$ cat config.mk
export PLATFORM = sky130hd
export DESIGN_NAME = mpi_credit_tx_flat
export DESIGN_NICKNAME = d
export VERILOG_FILES = /design/src/rtl/mpi_credit_tx_if.sv /design/src/rtl/mpi_credit_tx.sv /design/src/flat_wrapper.sv
export SDC_FILE = /design/constraint.sdc
export NUM_CORES = 1
export LEC_CHECK = 0
export ABC_CLOCK_PERIOD_IN_PS = 7500
export BUFFER_PORTS_ARGS = -buffer_cell sky130_fd_sc_hd__buf_2
export CAP_MARGIN = 25
export CORE_MARGIN = 3
export CORE_UTILIZATION = 50
export CTS_CLUSTER_DIAMETER = 60
export CTS_CLUSTER_SIZE = 30
export DETAILED_ROUTE_END_ITERATION = 7
export PLACE_DENSITY = 0.74
export SLEW_MARGIN = 20
export SYNTH_ARGS = -nofsm -noshare
export SYNTH_HDL_FRONTEND = slang
export SYNTH_SLANG_ARGS = --single-unit
$ cat constraint.sdc
create_clock -name clk -period 7.5 [get_ports clk]
set_input_delay 0.375 -clock clk [delete_from_list [all_inputs] [get_ports clk]]
set_output_delay 0.375 -clock clk [all_outputs]
set_load 0.1 [all_outputs]
$ cat src/rtl/mpi_credit_tx_if.sv
// Producer/bridge handshake bundle for mpi_credit_tx.
// The seq_out signal exists only when MPI_TX_SEQNUM_EN is defined.
interface mpi_credit_tx_if #(
    parameter int unsigned WIDTH   = 64,
    parameter int unsigned CREDITS = 4
);
    localparam int unsigned CW = $clog2(CREDITS + 1);

    logic             in_val;
    logic [WIDTH-1:0] in_data;
    logic             in_rdy;
    logic             val_out;
    logic [WIDTH-1:0] data_out;
    logic             yumi;
    logic             credit_ret;
    logic [CW-1:0]    credits_avail;
    logic             err_ovf;
`ifdef MPI_TX_SEQNUM_EN
    logic [7:0]       seq_out;
`endif

    modport master (
        output in_val, in_data, yumi, credit_ret,
        input  in_rdy, val_out, data_out, credits_avail, err_ovf
`ifdef MPI_TX_SEQNUM_EN
        , input seq_out
`endif
    );

    modport slave (
        input  in_val, in_data, yumi, credit_ret,
        output in_rdy, val_out, data_out, credits_avail, err_ovf
`ifdef MPI_TX_SEQNUM_EN
        , output seq_out
`endif
    );
endinterface

$ cat src/rtl/mpi_credit_tx.sv
// Credit-gated transmit FIFO feeding an MPI send bridge.
// Define MPI_TX_SEQNUM_EN to add the 8-bit per-word sequence number output seq_out.
module mpi_credit_tx #(
    parameter int unsigned WIDTH   = 64,
    parameter int unsigned DEPTH   = 4,
    parameter int unsigned CREDITS = 4
) (
    input logic            clk,
    input logic            rst_n,
    mpi_credit_tx_if.slave bus
);
    localparam int unsigned AW = $clog2(DEPTH);
    localparam int unsigned CW = $clog2(CREDITS + 1);
    localparam logic [CW-1:0] CredMax = CW'(CREDITS);
    localparam logic [AW:0]   PtrOne  = (AW + 1)'(1);

    typedef enum logic [1:0] {StIdle, StSend, StStall} state_e;

    logic [WIDTH-1:0] mem_q [DEPTH];
    logic [AW:0]      wptr_q, wptr_d, rptr_q, rptr_d;
    logic [CW-1:0]    credits_q, credits_d;
    logic             err_ovf_q, ovf_set;
    logic             val_q;
    state_e           state_q;
    logic             full, empty, empty_d, push, fire;

    // Extra pointer MSB distinguishes full (MSBs differ) from empty (all equal).
    assign full  = (wptr_q[AW] != rptr_q[AW]) && (wptr_q[AW-1:0] == rptr_q[AW-1:0]);
    assign empty = (wptr_q == rptr_q);
    assign push  = bus.in_val && bus.in_rdy;
    assign fire  = bus.yumi && val_q;

    always_comb begin
        wptr_d    = push ? (wptr_q + PtrOne) : wptr_q;
        rptr_d    = fire ? (rptr_q + PtrOne) : rptr_q;
        empty_d   = (wptr_d == rptr_d);
        credits_d = credits_q;
        ovf_set   = 1'b0;
        if (bus.credit_ret && !fire) begin
            if (credits_q == CredMax) begin
                ovf_set = 1'b1;
            end else begin
                credits_d = credits_q + CW'(1);
            end
        end else if (fire && !bus.credit_ret) begin
            credits_d = credits_q - CW'(1);
        end
    end

    always_ff @(posedge clk) begin
        if (push) begin
            mem_q[wptr_q[AW-1:0]] <= bus.in_data;
        end
    end

    always_ff @(posedge clk or negedge rst_n) begin
        if (!rst_n) begin
            wptr_q    <= '0;
            rptr_q    <= '0;
            credits_q <= CredMax;
            err_ovf_q <= 1'b0;
        end else begin
            wptr_q    <= wptr_d;
            rptr_q    <= rptr_d;
            credits_q <= credits_d;
            err_ovf_q <= err_ovf_q | ovf_set;
        end
    end

    // Decisions use post-edge FIFO/credit values so val_out rises one cycle after a push.
    always_ff @(posedge clk or negedge rst_n) begin
        if (!rst_n) begin
            state_q <= StIdle;
            val_q   <= 1'b0;
        end else begin
            unique case (state_q)
                StIdle: begin
                    if (!empty_d) begin
                        state_q <= (credits_d != '0) ? StSend : StStall;
                        val_q   <= (credits_d != '0);
                    end
                end
                StSend: begin
                    if (fire) begin
                        if (empty_d) begin
                            state_q <= StIdle;
                            val_q   <= 1'b0;
                        end else if (credits_d == '0) begin
                            state_q <= StStall;
                            val_q   <= 1'b0;
                        end else begin
                            state_q <= StSend;
                            val_q   <= 1'b1;
                        end
                    end
                end
                StStall: begin
                    if (credits_d != '0) begin
                        state_q <= StSend;
                        val_q   <= 1'b1;
                    end
                end
                default: begin
                    state_q <= StIdle;
                    val_q   <= 1'b0;
                end
            endcase
        end
    end

`ifdef MPI_TX_SEQNUM_EN
    logic [7:0] seq_q;

    always_ff @(posedge clk or negedge rst_n) begin
        if (!rst_n) begin
            seq_q <= 8'd0;
        end else if (fire) begin
            seq_q <= seq_q + 8'd1;
        end
    end

    assign bus.seq_out = seq_q;
`endif

    // Pointers reset asynchronously, so data_out reads zero while reset is held.
    assign bus.data_out      = empty ? '0 : mem_q[rptr_q[AW-1:0]];
    assign bus.in_rdy        = rst_n && !full;
    assign bus.val_out       = val_q;
    assign bus.credits_avail = credits_q;
    assign bus.err_ovf       = err_ovf_q;
endmodule

$ cat src/flat_wrapper.sv
// flat-port wrapper written by rule: the top's interface ports become plain ports
module mpi_credit_tx_flat 
#(
    parameter int unsigned WIDTH   = 64,
    parameter int unsigned DEPTH   = 4,
    parameter int unsigned CREDITS = 4
)
  (clk, rst_n, bus_in_val, bus_in_data, bus_yumi, bus_credit_ret, bus_in_rdy, bus_val_out, bus_data_out, bus_credits_avail, bus_err_ovf);
  mpi_credit_tx_if #(.WIDTH(WIDTH), .CREDITS(CREDITS)) bus_i ();
  input logic clk;
  input logic rst_n;
  input wire logic [$bits(bus_i.in_val)-1:0] bus_in_val;
  input wire logic [$bits(bus_i.in_data)-1:0] bus_in_data;
  input wire logic [$bits(bus_i.yumi)-1:0] bus_yumi;
  input wire logic [$bits(bus_i.credit_ret)-1:0] bus_credit_ret;
  output wire logic [$bits(bus_i.in_rdy)-1:0] bus_in_rdy;
  output wire logic [$bits(bus_i.val_out)-1:0] bus_val_out;
  output wire logic [$bits(bus_i.data_out)-1:0] bus_data_out;
  output wire logic [$bits(bus_i.credits_avail)-1:0] bus_credits_avail;
  output wire logic [$bits(bus_i.err_ovf)-1:0] bus_err_ovf;
  assign bus_i.in_val = bus_in_val;
  assign bus_i.in_data = bus_in_data;
  assign bus_i.yumi = bus_yumi;
  assign bus_i.credit_ret = bus_credit_ret;
  assign bus_in_rdy = bus_i.in_rdy;
  assign bus_val_out = bus_i.val_out;
  assign bus_data_out = bus_i.data_out;
  assign bus_credits_avail = bus_i.credits_avail;
  assign bus_err_ovf = bus_i.err_ovf;
  mpi_credit_tx #(.WIDTH(WIDTH), .DEPTH(DEPTH), .CREDITS(CREDITS)) u_core (.clk(clk), .rst_n(rst_n), .bus(bus_i));
endmodule
# ---- After elaboration in Yosys (flattened, before gate mapping)
# Memory sizes are Yosys's and may differ from the RTL's.
# Cells that the tools add are included.
dict set report op_classes {
  addsub 4
  muxes 23
  eq_ne 10
  n_reduce_logical 13
  n_bitwise 1
}
# op count
set ops {}
lappend ops {{64-bit two-way mux} 1}
lappend ops {{3-bit two-way mux} 5}
lappend ops {{2-bit two-way mux} 6}
lappend ops {{3-bit by 1-bit adder with 3-bit output (second input constant)} 3}
lappend ops {{1-bit two-way mux} 9}
lappend ops {{3-bit equality test} 2}
lappend ops {{1-bit logical AND} 6}
lappend ops {{2-bit one-hot mux with 3 select lines} 1}
lappend ops {{2-bit by 1-bit != test with 1-bit output (second input constant)} 2}
lappend ops {{3-bit equality test (second input constant)} 1}
lappend ops {{1-bit zero test} 3}
lappend ops {{3-bit zero test} 1}
lappend ops {{1-bit one-hot mux with 3 select lines} 1}
lappend ops {{3-bit AND reduction} 1}
lappend ops {{3-bit nonzero test} 1}
lappend ops {{3-bit by 1-bit subtractor with 3-bit output (second input constant)} 1}
lappend ops {{2-bit by 1-bit equality test with 1-bit output (second input constant)} 1}
lappend ops {{2-bit equality test} 1}
lappend ops {{2-bit equality test (second input constant)} 1}
lappend ops {{2-bit zero test} 1}
lappend ops {{2-bit != test (second input constant)} 1}
lappend ops {{1-bit != test} 1}
lappend ops {{1-bit bitwise OR} 1}
dict set report totals {
  inputBits 69
  output_inout_bits 70
  wordCells 58
  ramBits 256
  reg_bits 13
  n_memories 1
}
# memory depth word_bits read_ports rd_ports_with_merged_regs wr line
set mem_list {}
lappend mem_list {u_core.mem_q 4 64 1 0 1 mpi_credit_tx.sv:19} ;# logic [WIDTH-1:0] mem_q [DEPTH];

# ---- Depth between registers and ports, before layout
dict set report logic_depth {
  ltp_word 10
  mapped_depth 8
  depth_no_buf 8
}

# ---- Worst setup path before layout
# No wires, ideal clock.
dict set report synth_path {
  path_kind {register to output}
  start {register u_core.rptr_q[0]}
  end {output port bus_data_out[13]}
  n_path_buf 2
  setup_slack_ps 4383
  stages_incl_launch_ff 5
  arrival_ps 2742
  required_ps 7125
  path_cell_list {dfrtp_1 > buf_1 > buf_2 > mux4_2 > nor2b_1}
}
dict set report synth_between {
  elab_chain_cells 2
  word_cells_on_any_way 3
  cone_classes {1 x eq/ne; 1 x mux; 1 x memory}
}
# item line
set synth_lines {}
lappend synth_lines {{start: declaration} mpi_credit_tx.sv:20} ;# logic [AW:0] wptr_q, wptr_d, rptr_q, rptr_d;
lappend synth_lines {{start signal: assignment} mpi_credit_tx.sv:64} ;# rptr_q <= rptr_d;
lappend synth_lines {{memory 4 x 64 bit or 3-bit equality test (tied branches)} -}
lappend synth_lines {{64-bit two-way mux (*)} mpi_credit_tx.sv:126} ;# assign bus.data_out = empty ? '0 : mem_q[rptr_q[AW-1:0]];
lappend synth_lines {{end: declaration} flat_wrapper.sv:18} ;# output wire logic [$bits(bus_i.data_out)-1:0] bus_data_out;
# Mark *: on every way between the ends. The rest lies on a longest branch, timed or not.

# ---- Worst setup path in the final report
dict set report layout_path {
  start {register u_core.rptr_q[1]}
  end {output port bus_data_out[27]}
}
# Same word-level chain as after synthesis.

==> results by group <==
STA
  – Fin Setup TNS: 0 ps
  – Max Slew Vio Count: 0
  – Tmin final: 4057 ps
  – Skew final: ~27 ps
  – Final Hold Vio Count: 0
  – Worst rel slew slack: 0.3217
  – Max frequency: 246.5 MHz
  – Hold slack: 84.54 ps
  – RSZ-0062 raised after global routing: no
  – Fin crit share: 0.5409
  – Worst-margin pin slew: ~1000 ps
  – Final setup viols: 0

Final layout
  – Share of cells above drive strength 1: 0.3845
  – Filler instances: 1472
  – Area of the multi-input gates: between 2000 and 2500 sq um
  – Utilization after layout: 0.5895
  – Nets: 700
  – Area grow syn2layout: 14.84%
  – Final Non-Filler Cells: approximately 900
  – Reg area: 7996 sq um

Setup path
  – Flop2flop setup slack: around 4500 ps
  – Max stage delay on crit path: 1070 ps
  – Worst setup SP type: flop
  – Critical Path End Type: output port
  – Critical path cell sequence: xnor2_1 > nand2_1 > nor2_4 > buf_4 > nor2b_1 > buf_2
  – Slowest CP cell: dfrtp_4
  – Worst EP arrival: 3680 ps
  – CP max FO: between 60 and 70
  – CP Data Required Time: 7120 ps
  – WS Path Type: flop to output port

Clock tree
  – # resized after CTS: 0
  – Cts bufs inserted: 16
  – Clock sinks: 268
  – Max clock buf depth: 3
  – Clk Latency, worst-skew pair: 500 ps
  – Root buf cell: clkbuf_16
  – H-Tree Depth: 1
  – Clk slew on worst S/H paths: about 110 ps
  – CTS tree: yes

Synthesis
  – Synth cell types: 35
  – Number of synthesized flops with an enable pin: 256
  – Top post-synthesis cells by area: edfxtp_1 (74%), mux4_2 (14%), nor2b_1 (3.8%)
  – Warnings, synthesis: 0
  – Post-Syn Instances: 486
  – Yosys reg bits: roughly 270
  – Yosys top cell by area: edfxtp_1
  – Commonest cells in the netlist: edfxtp_1 (256), mux4_2 (64), nor2b_1 (64)
  – Sequential area share after synthesis: 0.7642
  – Most frequent cell after synthesis: edfxtp_1
  – Ys async rst share: 0.04478
  – Top FF cell, synth: edfxtp_1
  – Post-Syn Area: around 10000 sq um
  – Top cell type's share of synthesized area: 0.7354
  – Mapped Nets: approximately 560
  – Mean Syn Cell Area: 21.51 sq um

Die
  – Initial Utilization: 0.5133
  – Die Y: 150.6 microns
  – Num ports: around 140
  – Core Region: just over 20000 sq um
  – Die area: 22680 sq um
  – FP Rows: 52
  – Die span in x: 150.6 microns

Routing
  – DRC: 0
  – DR vias/cell: about 5.4
  – Vias: roughly 4900
  – Post-Route WL: 18570 microns
  – First-pass detailed-route iteration total: 4
  – WL met1: around 7600 microns
  – Highest Signal Layer: met5
  – Metal3 WL: 1092 microns
  – WL met2: between 9000 and 10000 microns
  – Routed length per instance: just over 20 microns
  – Initial DRC Count: 325
  – Post-route ant nets: 0

Placement
  – Routability Congestion: about 0.7
  – Port buffer count: around 140
  – DP Cell Count: roughly 870
  – Detail Placement HPWL: 10820 microns

GRT
  – GRT Total Usage: 0.1633
  – Largest net degree at the start of global routing: 68
  – First-pass GRT wire length: 28320 microns
  – Vias in the first global route: slightly above 5000
  – Overflow after GRT: 0
  – Initial antenna violation count: 2

Run status
  – Status: finished clean

Job
  – Max Cap Viol: 0

Hold path
  – HP Class: input port to flop
==> cell families after synthesis <==
logic type,count (synthesis),share of synthesized area
DFF,268,0.7642
and+or+nand+nor,82,0.04680
xor gates and xnor gates,12,0.01077
AOI/OAI and AO/OA,16,0.01281
muxes,68,0.1417
buffers and inverters,31,0.01305
adders and majority gates,9,0.01065
==> layout by cell type (no fill, tap or decap), types with 3 or more instances in the layout <==
cell type / instances
edfxtp_1: 256
buf_2: 138
mux4_2: 64
nor2b_1: 64
clkbuf_16: 17
dfrtp_1: 9
inv_1: 8
xnor2_1: 8
ha_1: 8
nand3_1: 5
clkinv_8: 5
mux2i_1: 4
and2_4: 4
nand2_1: 3
xor2_1: 3
==> what timing repair did <==
| action | in CTS | in global routing |
|---|---|---|
| hold buffers | 1 | 0 |
| setup endpoints to repair | 0 | 0 |
| setup buffers | 0 | 0 |
| endpoints found under the hold margin | 11 | 0 |
==> through the flow <==
step / setup WS (ps) / instance area, sq um
2_1_floorplan: 4383 / 10450
3_5_place_dp: 3826 / 11420
3_3_place_gp: 3915 / 11420
4_1_cts: 3297 / 11970
6_report: 3443 / 12010
5_1_grt: 3140 / 12000
==> critical path: cells and delay by family, from the launching register on <==
kind | cells | cell delay [ps]
simple gates | 3 | 1040
flops | 1 | 1070
buf+inv | 2 | 790
xor+xnor | 1 | 290
==> registers in the layout, indices dropped and copies added, names as in the netlist <==
register                  count
u_core.state_q                2
u_core.wptr_q                 3
u_core.mem_q                256
u_core.bus.err_ovf            1
u_core.bus.credits_avail      3
u_core.rptr_q                 3
==> final timing paths <==
path | from | endpoint | depth (start not counted)
max | u_core.rptr_q[1]$_DFF_PN0_ | bus_data_out[27] | 6
min | bus_in_data[32] | u_core.mem_q[2][32]$_DFFE_PP_ | 1
max reg2reg | u_core.rptr_q[1]$_DFF_PN0_ | u_core.mem_q[0][33]$_DFFE_PP_ | 3
min reg2reg | u_core.bus.err_ovf$_DFF_PN0_ | u_core.bus.err_ovf$_DFF_PN0_ | 1
max in group asynchronous | rst_n | u_core.bus.credits_avail[2]$_DFF_PN1_ | 2
min in group asynchronous | rst_n | u_core.rptr_q[0]$_DFF_PN0_ | 2
==> area by class of cell <==
type,count,area share
flip-flops and latches,268,0.6661
multi-input cells,187,0.1954
repair buffers,142,0.06191
clock buffers,18,0.03575
well taps,270,0.02814
clock inverters,9,0.009797
inverters,8,0.002501
diodes,2,0.0004169
==> per-layer routing <==
layer	vias to the layer above	GRT usage
met1	2569	0.2158
met3	25	0.03703
met5	-	0
li1	2216	-
met2	108	0.2792
met4	4	0.03989
Power is not shown: default switching activity piles up to over one toggle a cycle in this logic, so the estimate is an artifact.
